**src/rtl/fpu_addsub_pipe_if.sv**
```systemverilog
// Issue/writeback bundle for the pipelined FP add/sub unit.
// Carries the operand offer, the result, and both valid/ready pairs.
interface fpu_addsub_pipe_if #(
    parameter int EXP_WIDTH = 5,
    parameter int SIG_WIDTH = 10,
    parameter int TAG_WIDTH = 4,
    parameter int BIT_WIDTH = 1 + EXP_WIDTH + SIG_WIDTH
);
    logic                 inValid;
    logic                 inReady;
    logic                 sub;
    logic [BIT_WIDTH-1:0] fpuIn1;
    logic [BIT_WIDTH-1:0] fpuIn2;
    logic [TAG_WIDTH-1:0] inTag;
    logic                 outValid;
    logic                 outReady;
    logic [BIT_WIDTH-1:0] fpuOut;
    logic [3:0]           condCodes;
    logic [TAG_WIDTH-1:0] outTag;

    modport master (
        output inValid, sub, fpuIn1, fpuIn2, inTag, outReady,
        input  inReady, outValid, fpuOut, condCodes, outTag
    );

    modport slave (
        input  inValid, sub, fpuIn1, fpuIn2, inTag, outReady,
        output inReady, outValid, fpuOut, condCodes, outTag
    );
endinterface

```
**src/rtl/fpu_addsub_pipe.sv**
```systemverilog
// Three-stage pipelined floating-point adder/subtractor.
// Align, add, then normalise with round-to-nearest-even.
module fpu_addsub_pipe #(
    parameter int EXP_WIDTH = 5,
    parameter int SIG_WIDTH = 10,
    parameter int TAG_WIDTH = 4
) (
    input logic clock,
    input logic reset_L,
    fpu_addsub_pipe_if.slave bus
);
    localparam int BIT_WIDTH = 1 + EXP_WIDTH + SIG_WIDTH;
    localparam int E = EXP_WIDTH;
    localparam int M = SIG_WIDTH;
    localparam int W = M + 4;
    localparam int LZW = $clog2(W + 1);
    localparam int XW = ((E > LZW) ? E : LZW) + 2;
    localparam logic [E-1:0] EXP_ONES = '1;
    localparam logic [BIT_WIDTH-1:0] QNAN =
        {1'b0, EXP_ONES, 1'b1, {(M-1){1'b0}}};

    typedef struct packed {
        logic                 valid;
        logic [TAG_WIDTH-1:0] tag;
        logic                 special;
        logic [BIT_WIDTH-1:0] specRes;
        logic                 sign;
        logic                 effSub;
        logic [E-1:0]         exp;
        logic [W-1:0]         manL;
        logic [W-1:0]         manS;
    } alignBundle_t;

    typedef struct packed {
        logic                 valid;
        logic [TAG_WIDTH-1:0] tag;
        logic                 special;
        logic [BIT_WIDTH-1:0] specRes;
        logic                 sign;
        logic                 carry;
        logic [E-1:0]         exp;
        logic [W:0]           sum;
    } addBundle_t;

    alignBundle_t alignNext, alignQ;
    addBundle_t   addNext, addQ;

    logic                 advance;
    logic                 outValidQ;
    logic [BIT_WIDTH-1:0] fpuOutQ;
    logic [3:0]           ccQ;
    logic [TAG_WIDTH-1:0] outTagQ;

    assign advance       = !outValidQ || bus.outReady;
    assign bus.inReady   = advance;
    assign bus.outValid  = outValidQ;
    assign bus.fpuOut    = fpuOutQ;
    assign bus.condCodes = ccQ;
    assign bus.outTag    = outTagQ;

    logic         sA, sB;
    logic [E-1:0] eA, eB;
    logic [M-1:0] fA, fB;
    logic         zeroA, zeroB, infA, infB, nanA, nanB;
    logic [E+M-1:0] magA, magB;

    assign sA    = bus.fpuIn1[BIT_WIDTH-1];
    assign sB    = bus.fpuIn2[BIT_WIDTH-1] ^ bus.sub;
    assign eA    = bus.fpuIn1[M +: E];
    assign eB    = bus.fpuIn2[M +: E];
    assign fA    = bus.fpuIn1[M-1:0];
    assign fB    = bus.fpuIn2[M-1:0];
    assign zeroA = (eA == '0);
    assign zeroB = (eB == '0);
    assign infA  = (eA == EXP_ONES) && (fA == '0);
    assign infB  = (eB == EXP_ONES) && (fB == '0);
    assign nanA  = (eA == EXP_ONES) && (fA != '0);
    assign nanB  = (eB == EXP_ONES) && (fB != '0);
    assign magA  = zeroA ? '0 : {eA, fA};
    assign magB  = zeroB ? '0 : {eB, fB};

    logic           swap, sL, sS, zS;
    logic [E-1:0]   eL, eS, expDiff;
    logic [M-1:0]   fL, fS;
    logic [W-1:0]   extS;
    logic [2*W-1:0] wide;

    // Stage 1: order by magnitude, align the smaller operand, flag specials.
    always_comb begin
        swap    = magB > magA;
        sL      = swap ? sB : sA;
        sS      = swap ? sA : sB;
        eL      = swap ? eB : eA;
        eS      = swap ? eA : eB;
        fL      = swap ? fB : fA;
        fS      = swap ? fA : fB;
        zS      = swap ? zeroA : zeroB;
        expDiff = eL - eS;
        extS    = zS ? '0 : {1'b1, fS, 3'b000};
        wide    = {extS, {W{1'b0}}} >> expDiff;

        alignNext         = '0;
        alignNext.valid   = bus.inValid;
        alignNext.tag     = bus.inTag;
        alignNext.sign    = sL;
        alignNext.effSub  = sL ^ sS;
        alignNext.exp     = eL;
        alignNext.manL    = {1'b1, fL, 3'b000};
        alignNext.manS    = {wide[2*W-1:W+1], wide[W] | (|wide[W-1:0])};
        if (32'(expDiff) >= W)
            alignNext.manS = {{(W-1){1'b0}}, |extS};

        alignNext.special = 1'b1;
        if (nanA || nanB || (infA && infB && (sA != sB)))
            alignNext.specRes = QNAN;
        else if (infA)
            alignNext.specRes = {sA, EXP_ONES, {M{1'b0}}};
        else if (infB)
            alignNext.specRes = {sB, EXP_ONES, {M{1'b0}}};
        else if (zeroA && zeroB)
            alignNext.specRes = {sA & sB, {(E+M){1'b0}}};
        else if (zeroB)
            alignNext.specRes = {sA, eA, fA};
        else if (zeroA)
            alignNext.specRes = {sB, eB, fB};
        else
            alignNext.special = 1'b0;
    end

    logic [W:0] sumExt;

    // Stage 2: magnitude add or large-minus-small subtract.
    always_comb begin
        sumExt = alignQ.effSub ?
            {1'b0, alignQ.manL} - {1'b0, alignQ.manS} :
            {1'b0, alignQ.manL} + {1'b0, alignQ.manS};
        addNext         = '0;
        addNext.valid   = alignQ.valid;
        addNext.tag     = alignQ.tag;
        addNext.special = alignQ.special;
        addNext.specRes = alignQ.specRes;
        addNext.exp     = alignQ.exp;
        addNext.sum     = sumExt;
        addNext.carry   = sumExt[W];
        addNext.sign    = (sumExt == '0) ? 1'b0 : alignQ.sign;
    end

    logic [LZW-1:0]       lz;
    logic [W-1:0]         norm;
    logic [XW-1:0]        expN, expF;
    logic [M:0]           manPre, manFin;
    logic [M+1:0]         manRnd;
    logic                 roundUp, zeroRes, ovf;
    logic [BIT_WIDTH-1:0] resNext;
    logic [3:0]           ccNext;

    // Stage 3: normalise, round to nearest even, detect flush and overflow.
    always_comb begin
        lz = LZW'(W);
        for (int i = 0; i < W; i++)
            if (addQ.sum[i]) lz = LZW'(W - 1 - i);

        if (addQ.sum[W]) begin
            norm = {addQ.sum[W:2], addQ.sum[1] | addQ.sum[0]};
            expN = XW'(addQ.exp) + XW'(1);
        end else begin
            norm = addQ.sum[W-1:0] << lz;
            expN = XW'(addQ.exp) - XW'(lz);
        end

        manPre  = norm[W-1:3];
        roundUp = norm[2] & (norm[1] | norm[0] | manPre[0]);
        manRnd  = {1'b0, manPre} + {{(M+1){1'b0}}, roundUp};
        if (manRnd[M+1]) begin
            manFin = manRnd[M+1:1];
            expF   = expN + XW'(1);
        end else begin
            manFin = manRnd[M:0];
            expF   = expN;
        end

        zeroRes = (addQ.sum == '0) || expN[XW-1] || (expN == '0);
        ovf     = !zeroRes && (expF >= XW'(EXP_ONES));

        resNext = {addQ.sign, expF[E-1:0], manFin[M-1:0]};
        ccNext  = {1'b0, addQ.carry, addQ.sign, 1'b0};
        if (addQ.special) begin
            resNext = addQ.specRes;
            ccNext  = {addQ.specRes[BIT_WIDTH-2:0] == '0, 1'b0,
                       addQ.specRes[BIT_WIDTH-1], 1'b0};
        end else if (zeroRes) begin
            resNext   = {addQ.sign, {(E+M){1'b0}}};
            ccNext[3] = 1'b1;
        end else if (ovf) begin
            resNext   = {addQ.sign, EXP_ONES, {M{1'b0}}};
            ccNext[0] = 1'b1;
        end
    end

    // Stage registers: all advance together or hold together.
    always_ff @(posedge clock or negedge reset_L) begin
        if (!reset_L) begin
            alignQ <= '0;
            addQ   <= '0;
        end else if (advance) begin
            alignQ <= alignNext;
            addQ   <= addNext;
        end
    end

    // Output register: visible result, flags and tag.
    always_ff @(posedge clock or negedge reset_L) begin
        if (!reset_L) begin
            outValidQ <= 1'b0;
            fpuOutQ   <= '0;
            ccQ       <= '0;
            outTagQ   <= '0;
        end else if (advance) begin
            outValidQ <= addQ.valid;
            if (addQ.valid) begin
                fpuOutQ <= resNext;
                ccQ     <= ccNext;
                outTagQ <= addQ.tag;
            end
        end
    end
endmodule

```
**src/flat_wrapper.sv**
```systemverilog
// flat-port wrapper written by rule: the top's interface ports become plain ports
module fpu_addsub_pipe_flat 
#(
    parameter int EXP_WIDTH = 5,
    parameter int SIG_WIDTH = 10,
    parameter int TAG_WIDTH = 4
)
  (clock, reset_L, bus_inValid, bus_sub, bus_fpuIn1, bus_fpuIn2, bus_inTag, bus_outReady, bus_inReady, bus_outValid, bus_fpuOut, bus_condCodes, bus_outTag);
  fpu_addsub_pipe_if #(.EXP_WIDTH(EXP_WIDTH), .SIG_WIDTH(SIG_WIDTH), .TAG_WIDTH(TAG_WIDTH)) bus_i ();
  input logic clock;
  input logic reset_L;
  input wire logic [$bits(bus_i.inValid)-1:0] bus_inValid;
  input wire logic [$bits(bus_i.sub)-1:0] bus_sub;
  input wire logic [$bits(bus_i.fpuIn1)-1:0] bus_fpuIn1;
  input wire logic [$bits(bus_i.fpuIn2)-1:0] bus_fpuIn2;
  input wire logic [$bits(bus_i.inTag)-1:0] bus_inTag;
  input wire logic [$bits(bus_i.outReady)-1:0] bus_outReady;
  output wire logic [$bits(bus_i.inReady)-1:0] bus_inReady;
  output wire logic [$bits(bus_i.outValid)-1:0] bus_outValid;
  output wire logic [$bits(bus_i.fpuOut)-1:0] bus_fpuOut;
  output wire logic [$bits(bus_i.condCodes)-1:0] bus_condCodes;
  output wire logic [$bits(bus_i.outTag)-1:0] bus_outTag;
  assign bus_i.inValid = bus_inValid;
  assign bus_i.sub = bus_sub;
  assign bus_i.fpuIn1 = bus_fpuIn1;
  assign bus_i.fpuIn2 = bus_fpuIn2;
  assign bus_i.inTag = bus_inTag;
  assign bus_i.outReady = bus_outReady;
  assign bus_inReady = bus_i.inReady;
  assign bus_outValid = bus_i.outValid;
  assign bus_fpuOut = bus_i.fpuOut;
  assign bus_condCodes = bus_i.condCodes;
  assign bus_outTag = bus_i.outTag;
  fpu_addsub_pipe #(.EXP_WIDTH(EXP_WIDTH), .SIG_WIDTH(SIG_WIDTH), .TAG_WIDTH(TAG_WIDTH)) u_core (.clock(clock), .reset_L(reset_L), .bus(bus_i));
endmodule
```
**config.mk**
```make
export PLATFORM = sky130hd
export DESIGN_NAME = fpu_addsub_pipe_flat
export DESIGN_NICKNAME = d
export VERILOG_FILES = /design/src/rtl/fpu_addsub_pipe_if.sv /design/src/rtl/fpu_addsub_pipe.sv /design/src/flat_wrapper.sv
export SDC_FILE = /design/constraint.sdc
export NUM_CORES = 1
export LEC_CHECK = 0
export ABC_AREA = 0
export CAP_MARGIN = 20
export CORE_MARGIN = 5
export CORE_UTILIZATION = 26
export DETAILED_ROUTE_END_ITERATION = 12
export SYNTH_ARGS = -nofsm -noshare
export SYNTH_HDL_FRONTEND = slang
export SYNTH_SLANG_ARGS = --single-unit
```
**constraint.sdc**
```tcl
create_clock -name clock -period 4.3 [get_ports clock]
set_input_delay 1.29 -clock clock [delete_from_list [all_inputs] [get_ports clock]]
set_output_delay 1.29 -clock clock [all_outputs]
set_load 0.02 [all_outputs]
```
After elaboration in Yosys (flattened, before gate mapping)
Cells that the tools add are included.
{"block": "word_totals", "romBits": 0, "n_memories": 0, "out_inout_bits": 26, "elab_cells": 124, "regBits": 123, "in_bits": 41, "ramBits": 0, "latch_bits": 0}
{"block": "classes", "muxes": 52, "eq_ne": 3, "bitwise_logic": 8, "reduce_logical": 28, "n_mul": 0, "n_shift": 2, "add_sub_neg": 7, "order_cmp": 3, "n_div": 0}
{"operator": "$mux W16", "count": 7}
{"operator": "$mux W15", "count": 5}
{"operator": "$logic_not A15 Y1", "count": 3}
{"operator": "$mux W14", "count": 3}
{"operator": "$mux W4", "count": 8}
{"operator": "$mux W10", "count": 3}
{"operator": "$reduce_or A14 Y1", "count": 2}
{"operator": "$shr A28 B5 Y28", "count": 1}
{"operator": "$logic_not A10 Y1", "count": 2}
{"operator": "$reduce_bool A10 Y1", "count": 2}
{"operator": "$add A14 B14 Y15", "count": 1}
{"operator": "$gt A15 B15 Y1", "count": 1}
{"operator": "$mux W1", "count": 15}
{"operator": "$sub A14 B14 Y15", "count": 1}
{"operator": "$mux W7", "count": 2}
{"operator": "$shl A14 B4 Y14", "count": 1}
{"operator": "$add A11 B1 Y12", "count": 1}
{"operator": "$mux W3", "count": 4}
{"operator": "$eq A5 B5 Y1 const B", "count": 2}
{"operator": "$logic_not A5 Y1", "count": 2}
{"operator": "$mux W5", "count": 2}
{"operator": "$logic_and A1 B1 Y1", "count": 8}
{"operator": "$add A7 B1 Y7 const B", "count": 1}
{"operator": "$ge A7 B5 Y1 const B", "count": 1}
{"operator": "other kinds (13)", "count": 25}

Longest topological paths before layout
{"block": "logic_depth", "ltp_word": 26, "mapped_depth": 26}

Least setup slack after synthesis
No wires, ideal clock.
{"block": "synth_path", "path_type": "input -> register", "startpoint": "input port bus_fpuIn1[10]", "endpoint": "register u_core.alignQ[0] in the netlist's numbering", "arrival_ns": 6.831, "slack_ns": -2.670, "n_path_buf": 7, "t_required_ns": 4.161, "stages": 24, "path_cell_list": "clkbuf_1 or4_1 nand2b_1 clkbuf_1 clkbuf_1 nand2_1 ha_1 o211ai_1 o21ai_0 o211ai_1 a21oi_1 clkbuf_1 buf_2 buf_2 buf_2 mux2i_1 ha_1 inv_1 o311a_1 xor2_1 mux4_2 or2_1 o41ai_1 a21oi_1"}
{"block": "synth_between", "elab_chain_cells": 9, "elab_cells_between_ends": 15, "classes_between": "add/sub (1); order compare (2); shift (1); mux (7); bitwise (1); reduce/logical (3)"}
{"element": "from (decl)", "line_no": "flat_wrapper.sv:14", "text": "input wire logic [$bits(bus_i.fpuIn1)-1:0] bus_fpuIn1;"}
{"element": "$logic_not A5 Y1", "line_no": "fpu_addsub_pipe.sv:73", "text": "assign zeroA = (eA == '0);"}
{"element": "$mux W15", "line_no": "fpu_addsub_pipe.sv:79", "text": "assign magA = zeroA ? '0 : {eA, fA};"}
{"element": "$gt A15 B15 Y1", "line_no": "fpu_addsub_pipe.sv:90", "text": "swap = magB > magA;"}
{"element": "$mux W5, or another cell as far along", "line_no": "fpu_addsub_pipe.sv:93", "text": "eL = swap ? eB : eA;"}
{"element": "$sub A5 B5 Y5 or $mux W14 (tied branches)", "line_no": "fpu_addsub_pipe.sv:98, fpu_addsub_pipe.sv:99"}
{"element": "$shr A28 B5 Y28", "line_no": "fpu_addsub_pipe.sv:100", "text": "wide = {extS, {W{1'b0}}} >> expDiff;"}
{"element": "$reduce_or A14 Y1", "line_no": "fpu_addsub_pipe.sv:109", "text": "alignNext.manS = {wide[2*W-1:W+1], wide[W] | (|wide[W-1:0])};"}
{"element": "$or A1 B1 Y1", "line_no": "fpu_addsub_pipe.sv:109"}
{"element": "$mux W14 *", "line_no": "fpu_addsub_pipe.sv:110", "text": "if (32'(expDiff) >= W)"}
{"element": "to (signal assigned)", "line_no": "fpu_addsub_pipe.sv:206", "text": "alignQ <= alignNext;"}
{"element": "to (decl)", "line_no": "fpu_addsub_pipe.sv:45", "text": "alignBundle_t alignNext, alignQ;"}
Mark *: on every way between the ends. The rest lies on a longest branch, timed or not.
A chain may end at the register's enable or synchronous reset.

Worst setup path after layout
{"block": "layout_path", "startpoint": "input port bus_fpuIn1[12]", "endpoint": "register u_core.alignQ[0] in the netlist's numbering"}
Same word-level chain as after synthesis.

==> flow_summary_export.csv <==
group,metric,value,unit
clocking,cts-root-to-sink-buffers,2,
routing,drt-vias-per-instance,5.03,
floorplan,floorplan.die_area,40800,um^2
yosys,muxShareOfSynthArea,5.51,%
finish,insertedDiodeCount,0,
yosys,synth.yosys.seq_area_share,31.6,%
worst_hold_path,hold-path-cell-count,2,
yosys,synthFlopType,"sky130_fd_sc_hd__dfrtp_1",
finish,fin_nets,1471,
worst_setup_path,timing.critical_path.to_type,"register",
finish,ratio_of_cells_with_drive_above_1_in_the_final_layout,23.0,%
run_status,violations,"negative setup slack",
timing,min_period_over_period,113,%
power,power.share.clock,18.3,%
worst_setup_path,setup.reg_to_reg.worst_slack,170,ps
clocking,worstSkewPairLatency,420,ps
worst_setup_path,timing.critical_path.cells,"buf_6 -> or4_4 -> nand2b_4 -> buf_6 -> nand2_4 -> ha_4 -> nand3_1 -> a21oi_1 -> nor3_2 -> a21oi_4 -> mux2i_1 -> ha_2 -> inv_2 -> o311a_4 -> xor2_4 -> mux4_2 -> or2_1 -> o41ai_2 -> a21oi_1",
yosys,xor_xnor_share_of_the_synthesized_area,3.29,%
global_route,antenna_found_initial,0,
routing,first_iter_violations,561,
clocking,cts_tree,"done",
worst_setup_path,worst_path_dominant_cell_family,"simple AND/OR/NAND/NOR gates",
timing,rsz0062_at_grt,"true",
worst_hold_path,worst_hold_path_type,"reg -> reg",
global_route,vias_in_the_first_global_route,9444,
yosys,synth.yosys.warnings,0,
worst_setup_path,crit_buf_inv,3,
floorplan,floorplan.rows,70,
power,internal_power,0.00411,W
global_route,grt_remaining_overflow,0,
clocking,cts-buffers-inserted,17,
worst_setup_path,crit_cells,19,
worst_setup_path,max_stage_delay,540,ps
yosys,synth.lib_cells_used.distinct,97,
routing,dr_pass1_iterations,4,
yosys,synthesis.area,9590,um^2
power,vdd_drop_max,0.289,mV
finish,finish.instance_area,12800,um^2
worst_setup_path,timing.setup.critical_path_class,"in -> reg",
global_route,grt_util_all_layers,14.7,%
power,leak_pwr,5.70,nW
floorplan,io-pin-count,67,
routing,totalWireLength,30100,um
place,dpl.hpwl,23300,um
routing,post_drt_wl_per_cell,16.2,um
clocking,cts.reportedPaths.clkPinSlew,70,ps
power,net-switching-power,0.00346,W
finish,area.growth.synth_to_final,33.0,%
run,cap_violations,0,
yosys,post_synth_and_or_nand_nor_area_fraction,23.2,%
timing,maxClockFrequency,206,MHz
yosys,synthArstFlopShare,100,%
run_status,run_status,"complete, but fails checks",
yosys,synth_compound_area_share,22.4,%
power,comb_power_share,57.2,%
clocking,cts_hold_repair.buffers,0,
place,placement.cell_area,11600,um^2
worst_setup_path,critPathSlowestCell,"sky130_fd_sc_hd__mux4_2",
worst_setup_path,worst_r2r_path_depth,16,
yosys,synth_edf_count,0,
place,port-buffer-count,66,
worst_setup_path,arrival,5140,ps
worst_setup_path,path_max_fanout,8,
power,pwr_density_cell,593,nW/um^2
yosys,synth_area_per_cell,7.99,um^2
timing,worstMarginPinSlew,931,ps
routing,vias,9365,
clocking,clock_sink_count,121,
worst_setup_path,cp_data_required_time,4590,ps
timing,layout_skew,8.58,ps
floorplan,die_w,202,um
floorplan,die-height,202,um
yosys,synth_adder_area_share,6.89,%
timing,final_max_slew_viol_count,0,
yosys,dominant_combinational_cell_family_by_area_after_synthesis,"simple AND/OR/NAND/NOR gates",
timing,post-route-worst-setup-slack,-553,ps
timing,finalHoldWorstSlack,467,ps
power,switching_share,45.7,%
power,flop_pwr_share,24.5,%
routing,route.detailed.drc,0,
routing,final_antenna_net_count,0,
yosys,syn_nets,1292,
place,gp_congestion,0.898,
timing,timing.final.setup_violations,14,
clocking,cts-root-buf,"sky130_fd_sc_hd__clkbuf_16",
worst_setup_path,crit_path_start_kind,"primary input",
floorplan,initial_utilization,26.3,%
clocking,cts_htree_levels,4,
timing,max-slew-margin-rel,37.9,%
timing,period_minus_slack,4850,ps
timing,timing_hold_violations_final,0,
global_route,grt_pass1_wl,50000,um
global_route,grt_max_degree,99,
yosys,syn-instance-count,1201,
yosys,ys_ff_latch,121,
floorplan,core_area,36500,um^2
-- final cells by class --
class / instances / area (um^2)
repair buffers: 236 / 2010
fillers: 3763 / 23800
inverters: 64 / 246
flip-flops and latches: 121 / 3030
clock inverters: 15 / 153
clock buffers: 17 / 425
multi-input cells: 940 / 6310
well taps: 468 / 586
-- Yosys cell counts (7+ instances only) --
| cell type | number | area, um^2 |
|---|---|---|
| sky130_fd_sc_hd__nor2b_1 | 12 | 75.1 |
| sky130_fd_sc_hd__xor2_1 | 13 | 114 |
| sky130_fd_sc_hd__mux2i_1 | 37 | 370 |
| sky130_fd_sc_hd__a21oi_1 | 78 | 390 |
| sky130_fd_sc_hd__and3_1 | 14 | 87.6 |
| sky130_fd_sc_hd__o21a_1 | 9 | 67.6 |
| sky130_fd_sc_hd__o211ai_1 | 16 | 120 |
| sky130_fd_sc_hd__o22ai_1 | 15 | 93.8 |
| sky130_fd_sc_hd__mux2_2 | 10 | 113 |
| sky130_fd_sc_hd__nand4_1 | 7 | 43.8 |
| sky130_fd_sc_hd__inv_1 | 60 | 225 |
| sky130_fd_sc_hd__nand2_1 | 226 | 848 |
| sky130_fd_sc_hd__xnor2_1 | 23 | 201 |
| sky130_fd_sc_hd__or4_1 | 7 | 52.6 |
| sky130_fd_sc_hd__o21ai_0 | 76 | 380 |
| sky130_fd_sc_hd__a211oi_1 | 8 | 60.1 |
| sky130_fd_sc_hd__nor3_1 | 22 | 110 |
| sky130_fd_sc_hd__ha_1 | 48 | 601 |
| sky130_fd_sc_hd__a31oi_1 | 14 | 87.6 |
| sky130_fd_sc_hd__clkbuf_1 | 50 | 188 |
| sky130_fd_sc_hd__o31ai_1 | 8 | 60.1 |
| sky130_fd_sc_hd__nor2_1 | 97 | 364 |
| sky130_fd_sc_hd__a22o_1 | 16 | 140 |
| sky130_fd_sc_hd__nand3_1 | 32 | 160 |
| sky130_fd_sc_hd__nor4_1 | 20 | 125 |
| sky130_fd_sc_hd__dfrtp_1 | 121 | 3030 |
| sky130_fd_sc_hd__nand2b_1 | 13 | 81.3 |
-- sequential cells by signal (all words and copies together), names as in the netlist --
register              count
u_core.addQ              43
u_core.addNext           27
u_core.alignQ            27
u_core.bus.fpuOut        15
u_core.bus.condCodes      4
u_core.bus.outTag         4
u_core.bus.outValid       1
-- cell usage in the layout (no fill, tap or decap), drive strengths merged, types with 5 or more instances in the layout --
| master | n |
|---|---|
| a22o | 16 |
| nand3 | 33 |
| nor2 | 97 |
| o21a | 10 |
| nor4 | 21 |
| nor2b | 12 |
| inv | 73 |
| a211oi | 11 |
| a21oi | 78 |
| o211ai | 17 |
| xnor2 | 23 |
| nor3 | 24 |
| ha | 48 |
| xor2 | 13 |
| o221ai | 5 |
| o21bai | 6 |
| o31ai | 9 |
| and3 | 15 |
| or4 | 7 |
| o21ai | 78 |
| o22a | 6 |
| mux2 | 10 |
| or3 | 7 |
| dfrtp | 121 |
| nand2 | 227 |
| a21o | 8 |
| buf | 173 |
| nand2b | 13 |
| a31oi | 14 |
| clkbuf | 19 |
| or2 | 6 |
| a221oi | 5 |
| o22ai | 15 |
| mux2i | 37 |
| nand4 | 8 |
| clkdlybuf4s50 | 55 |
-- cell families (layout without fill, tap and decap cells) --
family | count (synthesis) | in the layout
simple gates | 484 | 484
compound gates | 319 | 319
buf+inv | 140 | 332
flops | 121 | 121
fa+ha+maj | 52 | 52
mux | 49 | 49
xor+xnor | 36 | 36
-- path summary, 6_finish.rpt --
path                                    start                 endpoint
setup / recovery               bus_fpuIn1[12]         u_core.alignQ[0]
hold / removal             u_core.addNext[41]       u_core.addNext[41]
setup reg to reg               u_core.addQ[9]     u_core.bus.fpuOut[7]
hold reg to reg            u_core.addNext[41]       u_core.addNext[41]
max in group asynchronous             reset_L  u_core.bus.condCodes[2]
min in group asynchronous             reset_L  u_core.bus.condCodes[3]
-- worst register-to-register path: cells and delay by family (launching register included) --
family                     cells  cell delay (ps)
adders and majority gates      2              550
AOI/OAI and AO/OA              7             1490
and+or+nand+nor                4             1320
xor gates and xnor gates       1              190
DFF                            1              370
buffers and inverters          2              110
-- layer usage --
metal  vias up  part of all wire [%]  global-route usage (%)
met2       195                    46                    24.0
met4         0                   2.3                    4.42
met5         -                     0                       0
li1       4632                     -                       -
met3        42                   3.5                    1.88
met1      4496                    48                    20.4
-- power by group through the flow --
stage,Combinational (W),Sequential (W),Clock (W)
floorplan,0.00296,0.00182,0
global placement,0.00416,0.00187,0
detailed placement,0.00420,0.00187,0
CTS,0.00428,0.00185,0.00141
global route,0.00477,0.00191,0.00146
finish,0.00433,0.00185,0.00138
-- per-stage QoR --
stage	utilization, %	setup TNS (ps)	power (W)	std cells	setup slack [ps]
floorplan	-	-16590	0.00479	1201	-1490
global placement	31.9	-18460	0.00603	1802	-1230
detailed placement	31.9	-20200	0.00607	1802	-1330
CTS	34.5	-5390	0.00754	1855	-476
global route	34.9	-8810	0.00814	1861	-754
finish	34.9	-6520	0.00756	1861	-553
-- repair_timing --
action,4_1_cts,5_1_grt
setup buffers,20,6
setup endpoints to repair,14,18
pin swaps,25,19
gates cloned,1,0
resized for setup,70,22
(Power assumes the default switching activity.)
